`src/rtl/alu_status_stage.sv`:
```
// Execute-to-memory slot behind the ALU: registers the result, keeps the Z/N
// status register and resolves flag-based branches. Optional BR_STATS_EN adds branch counters.
module alu_status_stage #(
    parameter int DATA_W = 32,
    parameter int RD_W   = 5
) (
    input  logic              clk,
    input  logic              rst_n,
    input  logic              in_valid,
    output logic              in_ready,
    input  logic [DATA_W-1:0] alu_sum,
    input  logic              alu_zout,
    input  logic              alu_nout,
    input  logic [RD_W-1:0]   in_rd,
    input  logic              in_regwrite,
    input  logic              in_setflags,
    input  logic [2:0]        in_brcond,
    input  logic [DATA_W-1:0] in_brtarget,
    input  logic              flush,
    output logic              out_valid,
    input  logic              out_ready,
    output logic [DATA_W-1:0] out_sum,
    output logic [RD_W-1:0]   out_rd,
    output logic              out_regwrite,
    output logic              br_taken,
    output logic [DATA_W-1:0] br_target,
    output logic              status_z,
    output logic              status_n
`ifdef BR_STATS_EN
    ,
    output logic [15:0]       br_count,
    output logic [15:0]       br_taken_count
`endif
);

    // Handshake: a transfer happens on a rising edge where valid and ready
    // are both high; ready never depends on valid, and flush kills the
    // incoming instruction as well as the slot.
    logic              slot_valid;
    logic [DATA_W-1:0] slot_sum;
    logic [RD_W-1:0]   slot_rd;
    logic              slot_regwrite;
    logic              slot_taken;
    logic [DATA_W-1:0] slot_target;
    logic              stat_z;
    logic              stat_n;

    logic capture;
    logic drain;
    logic eff_z;
    logic eff_n;
    logic cond_true;

    assign in_ready = ~slot_valid | out_ready;
    assign capture  = in_valid & in_ready & ~flush;
    assign drain    = slot_valid & out_ready;

    // A flag-setting instruction branches on its own fresh flags.
    assign eff_z = in_setflags ? alu_zout : stat_z;
    assign eff_n = in_setflags ? alu_nout : stat_n;

    always_comb begin
        cond_true = 1'b0;
        case (in_brcond)
            3'b000:  cond_true = 1'b0;
            3'b001:  cond_true = eff_z;
            3'b010:  cond_true = ~eff_z;
            3'b011:  cond_true = eff_n;
            3'b100:  cond_true = ~eff_n;
            3'b101:  cond_true = eff_z | eff_n;
            3'b110:  cond_true = ~eff_z & ~eff_n;
            default: cond_true = 1'b1;
        endcase
    end

    always_ff @(posedge clk) begin
        if (!rst_n) begin
            slot_valid    <= 1'b0;
            slot_sum      <= '0;
            slot_rd       <= '0;
            slot_regwrite <= 1'b0;
            slot_taken    <= 1'b0;
            slot_target   <= '0;
            stat_z        <= 1'b0;
            stat_n        <= 1'b0;
        end else if (flush) begin
            slot_valid <= 1'b0;
        end else if (capture) begin
            slot_valid    <= 1'b1;
            slot_sum      <= alu_sum;
            slot_rd       <= in_rd;
            slot_regwrite <= in_regwrite;
            slot_taken    <= cond_true;
            slot_target   <= in_brtarget;
            if (in_setflags) begin
                stat_z <= alu_zout;
                stat_n <= alu_nout;
            end
        end else if (drain) begin
            slot_valid <= 1'b0;
        end
    end

`ifdef BR_STATS_EN
    always_ff @(posedge clk) begin
        if (!rst_n) begin
            br_count       <= 16'h0000;
            br_taken_count <= 16'h0000;
        end else if (capture) begin
            if (in_brcond != 3'b000 && br_count != 16'hFFFF)
                br_count <= br_count + 16'h0001;
            if (cond_true && br_taken_count != 16'hFFFF)
                br_taken_count <= br_taken_count + 16'h0001;
        end
    end
`endif

    assign out_valid    = slot_valid;
    assign out_sum      = slot_sum;
    assign out_rd       = slot_rd;
    assign out_regwrite = slot_valid & slot_regwrite;
    assign br_taken     = slot_valid & slot_taken;
    assign br_target    = slot_target;
    assign status_z     = stat_z;
    assign status_n     = stat_n;

endmodule

```
`config.mk`:
```
export PLATFORM = sky130hd
export DESIGN_NAME = alu_status_stage
export DESIGN_NICKNAME = d
export VERILOG_FILES = /design/src/rtl/alu_status_stage.sv
export SDC_FILE = /design/constraint.sdc
export NUM_CORES = 1
export LEC_CHECK = 0
export BUFFER_PORTS_ARGS = -buffer_cell sky130_fd_sc_hd__buf_4
export CAP_MARGIN = 20
export CELL_PAD_IN_SITES_DETAIL_PLACEMENT = 0
export CELL_PAD_IN_SITES_GLOBAL_PLACEMENT = 1
export CORE_ASPECT_RATIO = 0.75
export CORE_UTILIZATION = 30
export CTS_CLUSTER_DIAMETER = 150
export DETAILED_ROUTE_END_ITERATION = 6
export PLACE_DENSITY = 0.79
export SLEW_MARGIN = 5
export SYNTH_ARGS = -nofsm -noshare
export SYNTH_HDL_FRONTEND = slang
export SYNTH_SLANG_ARGS = --single-unit
```
`constraint.sdc`:
```
create_clock -name clk -period 1.8 [get_ports clk]
set_input_delay 0 -clock clk [delete_from_list [all_inputs] [get_ports clk]]
set_output_delay 0 -clock clk [all_outputs]
set_load 0.05 [all_outputs]
```
==> impl_metrics.toml <==
[logic_synthesis]
ys_seq_area_frac = 0.517
syn_area_um2 = 2870
avgSynthCellArea_um2 = 8.63
synth_cell_types = 28
synth_edf_count = 0
ys_warn_count = 0
synth_flop_cell = "dfxtp_1"
async_flop_share = 0
ys_ff_latch = 74
synth_cells = 332
syn_nets = 413

[place]
port_buffers = 155
place_ws_ns = 0.446
dp_hpwl_um = 5280
dp.cells = 596
place_area_um2 = 4110
gp_congestion = 0.707

[global_routing]
grt_pass1_wl_um = 13600
grt_start_max_net_pins = 74
grt_pass1_vias = 2879
grt_antenna_before_repair = 0
gr-total-overflow = 0
grtUsageTotal = 0.176

[worst_setup_path]
critPathLaunch = "rst_n"
path_class = "in2reg"
rr_worst_depth = 5
critical-path-top-delay-family = "buffers and inverters"
cpPeakStageDelay_ns = 0.55
slowest_stage = "dlygate4sd3_1"
crit-reg2reg-capture = "br_target[25]"
worstPathRequired_ns = 2.01
r2r-start = "out_valid"
crit_fanout = 2
crit_buf_inv = 4
crit_chain = "dlygate4sd3_1, buf_4, nand2b_4, dlygate4sd3_1, a21oi_1, dlygate4sd3_1"
startpoint_type = "input pin"
worst_setup_path_end_kind = "flop"
arrival_ns = 1.89
r2r_setup_slack_ns = 0.43
path_common_cell = "dlygate4sd3_1"

[drt]
wire_per_inst_um = 12.7
via_per_inst = 4.34
vias = 2972
wirelength_um = 8720
drtPass1Iterations = 4
drc_errors = 0
drtAntennaViolNets = 0
drt_iter0_markers = 127

[timing]
layout_setup_ws_ns = 0.115
rsz0062_at_grt = "false"
finalCritPeriodShare = 0.936
fin_setup_tns_ns = 0
worstMarginPinSlew_ns = 0.626
skew_ns = 0.00314
setup_viol = 0
min_period_ns = 1.68
maxSlewViolCount = 0
fmax_mhz = 594
hold_viol_final = 0
maxSlewHeadroom = 0.583

[die]
die_w_um = 115
core_um2 = 9160
design.die.area_um2 = 9950
boundaryPins = 156
fp.dieH_um = 86.7
rows = 30
initial_utilization = 0.313

[cells_and_area]
final_common_cell = "buf_4"
area_delta_synth_final_pct = 79.7
finalNetCount = 635
final_cell_count_no_fill = 685
drive_above_1_share = 0.321
antenna_cells = 0
layout_common_cells = "buf_4, nand2_1, dlygate4sd3_1"
final_area_um2 = 5150

[clock_tree]
clkLatencyLatePin_ns = 0.33
postCtsSetupRepairBufs = 0
cts-root-buf = "clkbuf_16"
cts.clk_slew.worst_paths_ns = 0.05
cts_buffers = 9
cts_sinks = 74
cts_htree_levels = 3
cts_tree = "done"
clk_path_buf_depth = 2

[min_path]
hp-start = "alu_zout"
holdPathStages = 4
hold_class = "in2reg"
holdPathEnd = "status_z"

[power]
vdd_drop_max_v = 0.000832
finalPower_mw = 4.42
powerDensity_nw_per_um2 = 859
p_leak_nw = 2.27

[flow_run]
maxCapViolCount = 0

[status]
outcome = "finished clean"
==> power breakdown <==
group          internal [mW]  switching (mW)  total, mW
clock network           1.13           0.648       1.78
logic                  0.400           0.487      0.886
registers               1.72          0.0421       1.76
==> through the flow <==
stage,hold slack (ns),utilization
2_1_floorplan,0.114,-
3_3_place_gp,0.247,0.448
3_5_place_dp,0.256,0.448
4_1_cts,0.0779,0.562
5_1_grt,0.116,0.562
6_report,0.0983,0.562
==> cell usage after synthesis, types with 2 or more instances <==
cell type | n | area, um^2
buf_6 | 5 | 56.3
a21boi_0 | 43 | 323
nand2_1 | 141 | 529
nor2_1 | 2 | 7.51
a21boi_1 | 27 | 203
and2_1 | 2 | 12.5
nor2b_1 | 2 | 12.5
clkbuf_1 | 8 | 30.0
buf_4 | 5 | 37.5
dfxtp_1 | 74 | 1480
buf_2 | 6 | 30.0
==> metal layers <==
metal  global-route usage  share of wire
met5                    0              0
met2                0.290           0.47
met3               0.0692          0.079
met1                0.206           0.43
met4               0.0673          0.013
==> worst max-delay path by stage <==
| stage | slack (ns) | end | cells past startpoint |
|---|---|---|---|
| 5_1_grt | 0.07 | out_valid | 6 |
| 4_1_cts | 0.14 | out_valid | 6 |
| 3_5_place_dp | 0.45 | br_target[26] | 5 |
| 3_3_place_gp | 0.50 | status_n | 5 |
| 6_report | 0.12 | out_valid | 6 |
| 2_1_floorplan | 0.21 | status_z | 5 |
==> sequential cells by signal, indices dropped and copies added, names as in the netlist <==
| signal | count |
|---|---|
| br_target | 32 |
| slot_regwrite | 1 |
| out_valid | 1 |
| status_z | 1 |
| slot_taken | 1 |
| out_sum | 32 |
| out_rd | 5 |
| status_n | 1 |
==> area by class of cell <==
class / instances / area (um^2)
well taps: 128 / 160
clock buffers: 11 / 253
clock inverters: 3 / 40.0
fillers: 847 / 4010
repair buffers: 235 / 1980
multi-input cells: 233 / 1230
flip-flops and latches: 74 / 1480
inverters: 1 / 3.75
==> what timing repair did <==
| item | in CTS | in global routing |
|---|---|---|
| resized for setup | 0 | 0 |
| endpoints found under the hold margin | 72 | 0 |
| hold buffers | 75 | 0 |
==> cells by family (layout without fill, tap and decap cells) <==
family,after synthesis,after routing,share of synthesized area
muxes,2,2,0.00873
AOI/OAI and AO/OA,76,76,0.199
and+or+nand+nor,155,155,0.220
buffers and inverters,25,250,0.0550
DFF,74,74,0.517
==> worst reg2reg max path, stage by stage, from the launching register on <==
cell      delay (ns)
dfxtp_2         0.33
nand2b_2        0.10
nor3b_4         0.25
buf_12          0.29
nand2_1         0.12
a21boi_0        0.20
No activity file was read; power rests on OpenSTA's default activity.
